`src/rtl/rsa_ct_decryptor.sv`:
```
// Constant-time RSA decryption m = c^d mod n using a Montgomery ladder over shift-add modular multipliers.
// Optional operand range check is built when RSADEC_RANGE_CHECK_EN is defined.
module rsa_ct_decryptor #(
  parameter int WIDTH = 8
) (
  input  logic               clk,
  input  logic               rst,
  input  logic               start,
  input  logic [2*WIDTH-1:0] c,
  input  logic [2*WIDTH-1:0] d,
  input  logic [2*WIDTH-1:0] n,
  output logic               ready,
  output logic               done,
  output logic [2*WIDTH-1:0] m_out,
  output logic               err
);

  localparam int W2 = 2 * WIDTH;
  localparam int AW = W2 + 2;
  localparam int CW = $clog2(W2);
  localparam logic [CW-1:0] TOP = CW'(W2 - 1);

  typedef enum logic [2:0] {IDLE, LOAD, MUL, UPD, DONE} state_t;

  state_t          state_q, state_d;
  logic [W2-1:0]   c_q, c_d, d_q, d_d, n_q, n_d;
  logic [W2-1:0]   r0_q, r0_d, r1_q, r1_d;
  logic [AW-1:0]   acc0_q, acc0_d, acc1_q, acc1_d;
  logic [CW-1:0]   bit_q, bit_d, k_q, k_d;
  logic            ready_q, ready_d, done_q, done_d;
  logic [W2-1:0]   m_out_q, m_out_d;
  logic [W2-1:0]   sq_s;
  logic            bad_s;

`ifdef RSADEC_RANGE_CHECK_EN
  logic err_flag_q, err_flag_d, err_q, err_d;
  assign bad_s = err_flag_q;
  assign err   = err_q;
`else
  assign bad_s = 1'b0;
  assign err   = 1'b0;
`endif

  // One MSB-first step: both trial subtractions are always formed, the result is only muxed.
  function automatic logic [AW-1:0] mod_step(input logic [AW-1:0] acc,
                                             input logic [W2-1:0] a,
                                             input logic          b,
                                             input logic [W2-1:0] nn);
    logic [AW-1:0] s, nx, res;
    logic [AW:0]   t1, t2;
    nx  = {2'b00, nn};
    s   = (acc << 1) + (b ? {2'b00, a} : {AW{1'b0}});
    t1  = {1'b0, s} - {1'b0, nx};
    t2  = {1'b0, s} - {1'b0, (nx << 1)};
    if (!t2[AW]) begin
      res = t2[AW-1:0];
    end else if (!t1[AW]) begin
      res = t1[AW-1:0];
    end else begin
      res = s;
    end
    return res;
  endfunction

  assign sq_s  = d_q[k_q] ? r1_q : r0_q;
  assign ready = ready_q;
  assign done  = done_q;
  assign m_out = m_out_q;

  // Next-state and datapath computation for the ladder sequencer.
  always_comb begin
    state_d = state_q;
    c_d     = c_q;
    d_d     = d_q;
    n_d     = n_q;
    r0_d    = r0_q;
    r1_d    = r1_q;
    acc0_d  = acc0_q;
    acc1_d  = acc1_q;
    bit_d   = bit_q;
    k_d     = k_q;
    ready_d = ready_q;
    done_d  = 1'b0;
    m_out_d = m_out_q;
`ifdef RSADEC_RANGE_CHECK_EN
    err_flag_d = err_flag_q;
    err_d      = 1'b0;
`endif
    case (state_q)
      IDLE: begin
        if (start && ready_q) begin
          c_d     = c;
          d_d     = d;
          n_d     = n;
          ready_d = 1'b0;
          state_d = LOAD;
`ifdef RSADEC_RANGE_CHECK_EN
          err_flag_d = (n < W2'(2)) || (c >= n);
`endif
        end else begin
          ready_d = 1'b1;
        end
      end
      LOAD: begin
        r0_d    = W2'(1);
        r1_d    = c_q;
        k_d     = TOP;
        bit_d   = TOP;
        acc0_d  = {AW{1'b0}};
        acc1_d  = {AW{1'b0}};
        state_d = MUL;
      end
      MUL: begin
        acc0_d = mod_step(acc0_q, r0_q, r1_q[bit_q], n_q);
        acc1_d = mod_step(acc1_q, sq_s, sq_s[bit_q], n_q);
        if (bit_q == {CW{1'b0}}) begin
          state_d = UPD;
        end else begin
          bit_d = bit_q - CW'(1);
        end
      end
      UPD: begin
        // acc0 holds the cross product R0*R1, acc1 the square of the selected register.
        if (d_q[k_q]) begin
          r0_d = acc0_q[W2-1:0];
          r1_d = acc1_q[W2-1:0];
        end else begin
          r1_d = acc0_q[W2-1:0];
          r0_d = acc1_q[W2-1:0];
        end
        acc0_d = {AW{1'b0}};
        acc1_d = {AW{1'b0}};
        bit_d  = TOP;
        if (k_q == {CW{1'b0}}) begin
          state_d = DONE;
        end else begin
          k_d     = k_q - CW'(1);
          state_d = MUL;
        end
      end
      DONE: begin
        done_d  = 1'b1;
        m_out_d = bad_s ? {W2{1'b0}} : r0_q;
`ifdef RSADEC_RANGE_CHECK_EN
        err_d = err_flag_q;
`endif
        state_d = IDLE;
      end
      default: begin
        state_d = IDLE;
      end
    endcase
  end

  // State and output registers with synchronous reset.
  always_ff @(posedge clk) begin
    if (rst) begin
      state_q <= IDLE;
      c_q     <= {W2{1'b0}};
      d_q     <= {W2{1'b0}};
      n_q     <= {W2{1'b0}};
      r0_q    <= {W2{1'b0}};
      r1_q    <= {W2{1'b0}};
      acc0_q  <= {AW{1'b0}};
      acc1_q  <= {AW{1'b0}};
      bit_q   <= {CW{1'b0}};
      k_q     <= {CW{1'b0}};
      ready_q <= 1'b1;
      done_q  <= 1'b0;
      m_out_q <= {W2{1'b0}};
`ifdef RSADEC_RANGE_CHECK_EN
      err_flag_q <= 1'b0;
      err_q      <= 1'b0;
`endif
    end else begin
      state_q <= state_d;
      c_q     <= c_d;
      d_q     <= d_d;
      n_q     <= n_d;
      r0_q    <= r0_d;
      r1_q    <= r1_d;
      acc0_q  <= acc0_d;
      acc1_q  <= acc1_d;
      bit_q   <= bit_d;
      k_q     <= k_d;
      ready_q <= ready_d;
      done_q  <= done_d;
      m_out_q <= m_out_d;
`ifdef RSADEC_RANGE_CHECK_EN
      err_flag_q <= err_flag_d;
      err_q      <= err_d;
`endif
    end
  end

endmodule

```
`config.mk`:
```
export PLATFORM = sky130hd
export DESIGN_NAME = rsa_ct_decryptor
export DESIGN_NICKNAME = d
export VERILOG_FILES = /design/src/rtl/rsa_ct_decryptor.sv
export SDC_FILE = /design/constraint.sdc
export NUM_CORES = 1
export LEC_CHECK = 0
export CORE_MARGIN = 2
export CORE_UTILIZATION = 61
export CTS_CLUSTER_SIZE = 10
export DETAILED_ROUTE_END_ITERATION = 7
export PLACE_DENSITY = 0.81
export SLEW_MARGIN = 20
export SYNTH_ARGS = -nofsm -noshare
export SYNTH_HDL_FRONTEND = slang
export SYNTH_SLANG_ARGS = --single-unit
```
`constraint.sdc`:
```
create_clock -name clk -period 8.3 [get_ports clk]
set_input_delay 2.075 -clock clk [delete_from_list [all_inputs] [get_ports clk]]
set_output_delay 2.075 -clock clk [all_outputs]
set_load 0.05 [all_outputs]
```
==> results of run 1 <==
## layout make-up
| type | count | area share |
|---|---|---|
| flip-flops and latches | 143 | 0.232 |
| repair buffers | 75 | 0.0603 |
| well taps | 229 | 0.0233 |
| inverters | 49 | 0.0149 |
| clock buffers | 18 | 0.0357 |
| clock inverters | 14 | 0.0115 |
| multi-input cells | 1194 | 0.622 |
## Yosys cell counts (all sizes together) (7+ instances only)
cell / count / area [um^2]
xnor2: 53 / 464
ha: 97 / 1210
clkbuf: 59 / 223
mux2i: 36 / 368
a21o: 20 / 150
and3: 8 / 50.1
a211oi: 20 / 160
a31oi: 12 / 75.1
mux4: 11 / 252
o21ai: 65 / 337
nor3: 23 / 115
nand3: 16 / 80.1
dfxtp: 143 / 2860
nand2: 268 / 1010
xor2: 16 / 140
inv: 48 / 180
nand4: 7 / 43.8
a22oi: 26 / 195
nand2b: 12 / 75.1
a21boi: 7 / 52.6
buf: 14 / 86.3
and2: 21 / 131
or2: 7 / 43.8
nor2b: 20 / 125
o21a: 17 / 128
o21bai: 9 / 67.6
o211ai: 8 / 65.1
or3: 7 / 43.8
a21oi: 188 / 941
nor2: 134 / 503
a311oi: 18 / 158
## path summary, 6_finish.rpt
path	start	end	slack, ns	cells after the start
max	k_q[0]	acc1_q[8]	0.49	25
min	d_q[4]	d_q[4]	0.45	2
max reg2reg	k_q[0]	acc1_q[8]	0.49	25
min reg2reg	d_q[4]	d_q[4]	0.45	2
## routing by layer
layer,up-vias,track usage,share of wire
li1,5242,-,-
met1,5027,0.458,0.44
met2,446,0.524,0.46
met3,81,0.0592,0.076
met4,0,0.115,0.031
met5,-,0,0
## timing repair
item	in CTS	in global routing
setup endpoints to repair	0	1
gates resized for setup	0	1
setup buffers	0	0
## flip-flops by register name (all words and copies together), names as in the netlist
| register | count |
|---|---|
| acc0_q | 17 |
| acc1_q | 17 |
| c_q | 16 |
| d_q | 16 |
| m_out | 16 |
| n_q | 16 |
| r0_q | 16 |
| r1_q | 16 |
| bit_q | 4 |
| k_q | 4 |
| state_q | 3 |
| done | 1 |
| ready | 1 |
## kinds of logic after synthesis
logic type	Yosys count	synth area share
AO/OA/AOI/OAI	436	0.249
XOR/XNOR	69	0.0550
adder cells (fa/ha/maj)	103	0.121
buffers and inverters	122	0.0448
flip-flops	143	0.260
multiplexers	50	0.0594
other	1	0.000341
AND/OR/NAND/NOR	535	0.210
## power by group
group	leakage (nW)	internal [mW]	switching (mW)
clock network	0.285	0.430	0.340
logic	3.34	1.46	2.07
registers	1.16	0.800	0.178
## through the flow
| stage | cell area (um^2) | std cells | worst slack [ns] | hold slack [ns] |
|---|---|---|---|---|
| 2_1_floorplan | 11000 | 1459 | 1.92 | 0.433 |
| 5_1_grt | 12300 | 1722 | 0.0772 | 0.477 |
| 3_3_place_gp | 11700 | 1689 | 0.947 | 0.442 |
| 4_1_cts | 12300 | 1721 | 0.604 | 0.455 |
| 3_5_place_dp | 11700 | 1689 | 0.647 | 0.446 |
| 6_report | 12300 | 1722 | 0.495 | 0.453 |
## critical path: stages (launching register included)
cell and delay, ns:
dfxtp_1 0.52, mux4_2 0.59, mux4_2 0.84, mux4_2 0.34, nor2_1 0.05, o41ai_1 0.54
o21ai_4 0.22, nor2_1 0.16, ha_1 0.20, inv_1 0.06, fa_1 0.40, nor2b_1 0.16
o31a_1 0.22, o21a_1 0.13, nor2_1 0.04, xnor2_1 0.29, ha_1 0.29, nor2_1 0.07
or3_1 0.37, a31oi_1 0.31, a221oi_1 0.21, o21ai_0 0.34, a211oi_2 0.20, nor2_1 0.79
inv_1 0.13, o221ai_1 0.21
==> metrics.yaml, run 1 <==
hold_viol_final: 0
crit_path_end_kind: "flop"
power_density_nw_per_um2: 429
syn-num-nets: 1613
fmax_mhz: 128
final_cell_mix: "nand2_1, a21oi_1, dfxtp_1, nor2_1, ha_1"
min_period_ns: 7.81
fin_crit_sh: 0.940
synth-main-ff-cell: "dfxtp_1"
finalMaxSlewViolations: 0
clkSlewWorstSetupHoldPaths_ns: 0.07
cts.hold.buffers_added: 0
crit_arrival_ns: 8.16
routabilityCongestion: 0.983
row_count: 49
placement.io_buffers: 68
finalClockSkew_ns: 0.00773
ys_seq_elements: 143
yosys.cell_types.count: 70
drt_pass1_iterations: 6
startpoint_type: "flop"
die_w_um: 138
rsz0062_at_grt: "false"
drive_above_1_share: 0.0489
status: "complete, no violations"
clock_latency_ns: 0.44
detail-route-antenna-nets: 0
vias: 10800
antennaDiodeCount: 0
grtUsageTotal: 0.331
cp.required_ns: 8.65
ys_seq_area_frac: 0.260
finalPower_mw: 5.28
dpl.hpwl_um: 23700
die_y_um: 138
htree_levels: 4
regArea_um2: 2860
timing_worst_setup_path_type: "flop to flop"
clock-sinks: 143
io_pins: 70
clock_path_buffers: 2
root_buffer: "clkbuf_16"
routed_wl_um: 31700
finalSetupTns_ns: 0
grt_pass1_wl_um: 51900
drt_iter0_markers: 1086
netlist_instances: 1459
wire_per_inst_um: 18.4
final_common_cell: "nand2_1"
drcViolationCount: 0
path_max_fanout: 36
max_cap_viol_count: 0
dieArea_um2: 19100
area_growth_pct: 12.0
hp-class: "flop to flop"
fp.coreArea_um2: 17800
fillers: 1533
fin_util: 0.690
netlist_area_um2: 11000
async_flop_share: 0
yosysWarnings: 0
tightest_slew_ns: 1.09
multi_input_area_um2: 7660
finalSetupViolCount: 0
cts_buffers: 17
p_leak_nw: 4.79
syn_area_per_cell_um2: 7.54
viasPerCell: 6.27
relSlewSlack: 0.277
grt_start_max_net_pins: 60
antenna_found_initial: 0
grt_pass1_vias: 10100
cts_tree: "built"
synth_edf_count: 0
fin_nets: 1634
ir_drop_uv: 701
start_util: 0.616
overflow: 0
(Power assumes the default switching activity.)
==> run 2, diff against run 1 <==
--- a/config.mk
+++ b/config.mk
@@ -10,7 +10,6 @@
 export CTS_CLUSTER_SIZE = 10
 export DETAILED_ROUTE_END_ITERATION = 7
 export PLACE_DENSITY = 0.81
-export SLEW_MARGIN = 20
 export SYNTH_ARGS = -nofsm -noshare
 export SYNTH_HDL_FRONTEND = slang
 export SYNTH_SLANG_ARGS = --single-unit
==> run 2 against run 1 <==
  * Combinational power hardly changed
  * Die area stayed put
  * Non-clock buffer count is 1 lower
  * Clock power hardly changed
  * Sequential power hardly changed
  * First-iteration DRC count is 2.5% higher
  * Global-route usage stayed put
  * Critical path depth stayed put
  * Hold slack worse by 0.0011 ns
  * Via count is 0.15% higher
  * Highest routed layer unchanged
  * Largest power group unchanged
  * Routed wire length is 0.30% lower
  * Maximum frequency is 0.97% higher
==> metrics.yaml, run 2 (synthesis results as in run 1) <==
post-place-cells: 1689  # unchanged
fmax_mhz: 129  # +0.97%
final_cell_mix: "nand2_1, a21oi_1, dfxtp_1, nor2_1, ha_1"
slowest_delay_ns: 0.84  # about the same
overflow: 0  # unchanged
worst_path_dominant_cell_family: "compound AO/OA/AOI/OAI gates"
final_cell_area_um2: 12300  # -0.16%
hold_viol_final: 0  # unchanged
dpl.hpwl_um: 23700  # unchanged
top_regs: "acc0_q (17), acc1_q (17)"
setup_ws_ns: 0.570  # +0.0751 ns
finalClockSkew_ns: 0.00746  # -0.000271 ns
rsz0062_at_grt: "false"
grtUsageTotal: 0.331  # unchanged
area_growth_pct: 11.8
fin_crit_sh: 0.931  # -0.00905
timing_worst_setup_path_type: "flop to flop"
crit_slowest_cell: "mux4_2"
clkSlewWorstSetupHoldPaths_ns: 0.07  # about the same
place_area_um2: 11700  # unchanged
grt_pass1_wl_um: 51900  # unchanged
hp-class: "flop to flop"
path_max_fanout: 36  # unchanged
post-cts-setup-buffers: 0  # unchanged
crit_arrival_ns: 8.08  # -0.08 ns
routabilityCongestion: 0.983  # unchanged
antennaDiodeCount: 0  # unchanged
cts.hold.buffers_added: 0  # unchanged
fin_util: 0.689  # -0.00112
drcViolationCount: 0  # unchanged
detail-route-antenna-nets: 0  # unchanged
finalSetupViolCount: 0  # unchanged
ir_drop_uv: 692  # -1.4%
htree_levels: 4  # unchanged
cp.required_ns: 8.65  # about the same
cts-resized-gates: 0  # unchanged
finalSetupTns_ns: 0  # unchanged
clock_path_buffers: 2  # unchanged
dieArea_um2: 19100  # unchanged
finalPower_mw: 5.27  # -0.12%
cts_buffers: 17  # unchanged
crit_top_cell: "nor2_1"
hp-start: "d_q[4]"
root_buffer: "clkbuf_16"
antenna_found_initial: 0  # unchanged
status: "complete, no violations"
drt_iter0_markers: 1113  # +2.5%
power_density_nw_per_um2: 429  # about the same
regArea_um2: 2860  # unchanged
viasPerCell: 6.28  # +0.21%
cts_tree: "built"
start_util: 0.616  # unchanged
cp_num_cells: 25  # unchanged
max_cap_viol_count: 0  # unchanged
clock-sinks: 143  # unchanged
holdPathStages: 2  # unchanged
drive_above_1_share: 0.0483  # -0.000637
crit_path_end_kind: "flop"
multi_input_area_um2: 7660  # unchanged
fp.coreArea_um2: 17800  # unchanged
p_leak_nw: 4.78  # -0.18%
relSlewSlack: 0.282  # +0.00502
row_count: 49  # unchanged
clock_latency_ns: 0.44  # about the same
grt_start_max_net_pins: 60  # unchanged
r2r_cells: 25  # unchanged
die_w_um: 138  # unchanged
io_pins: 70  # unchanged
die_y_um: 138  # unchanged
routed_wl_um: 31600  # -0.30%
grt_pass1_vias: 10100  # unchanged
cp.buffers_inverters: 2  # unchanged
finalMaxSlewViolations: 0  # unchanged
placement.io_buffers: 68  # unchanged
final_common_cell: "nand2_1"
fin_nets: 1633  # -0.061%
wire_per_inst_um: 18.4  # -0.24%
pre_cts_ws_ns: 0.647  # unchanged
drt_pass1_iterations: 5  # -1
rr_startpoint: "k_q[0]"
tightest_slew_ns: 1.08  # -0.00753 ns
fillers: 1535  # +0.13%
min_period_ns: 7.73  # -0.0751 ns
vias: 10800  # +0.15%
finalNonFillerCells: 1721  # -0.058%
startpoint_type: "flop"
cp-startpoint: "k_q[0]"
timing.hold.ws_ns: 0.452  # -0.00115 ns
run 2: changes by cell type in the layout (fill, tap and decap cells not counted), sizes merged:
cell	previous run	this run
buf	8	7
run 2: worst reg2reg max path, stage by stage (launching register included):
cell and delay (ns):
dfxtp_1 0.51, mux4_2 0.58, mux4_2 0.84, mux4_2 0.36, nor2_1 0.05, o41ai_1 0.54
o21ai_4 0.22, nor2_1 0.16, ha_1 0.20, inv_1 0.06, fa_1 0.40, nor2b_1 0.16
o31a_1 0.22, o21a_1 0.13, nor2_1 0.04, xnor2_1 0.29, ha_1 0.29, nor2_1 0.07
or3_1 0.38, a31oi_1 0.31, a221oi_1 0.21, o21ai_0 0.35, a211oi_2 0.21, nor2_1 0.73
inv_1 0.13, o221ai_1 0.20
run 2: per-layer routing:
metal  track usage  vias up  part of all wire
met4         0.115        0             0.029
met1         0.458     5013              0.44
met2         0.524      490              0.46
met3        0.0592       66             0.076
li1              -     5243                 -
met5             0        -                 0
run 2: worst paths after layout:
| check | to | slack [ns] |
|---|---|---|
| max reg2reg | acc1_q[8] | 0.57 |
| max | acc1_q[8] | 0.57 |
| min reg2reg | d_q[4] | 0.45 |
| min | d_q[4] | 0.45 |
run 2: layout make-up:
| type | count | area share |
|---|---|---|
| flip-flops and latches | 143 | 0.233 |
| clock inverters | 14 | 0.0115 |
| inverters | 49 | 0.0150 |
| clock buffers | 18 | 0.0357 |
| repair buffers | 74 | 0.0588 |
| well taps | 229 | 0.0233 |
| multi-input cells | 1194 | 0.623 |
run 2: power by group:
| part | internal [mW] | switching, mW | total [mW] |
|---|---|---|---|
| Sequential | 0.800 | 0.178 | 0.978 |
| Clock | 0.430 | 0.340 | 0.770 |
| Combinational | 1.45 | 2.07 | 3.52 |
| Total | 2.68 | 2.59 | 5.27 |
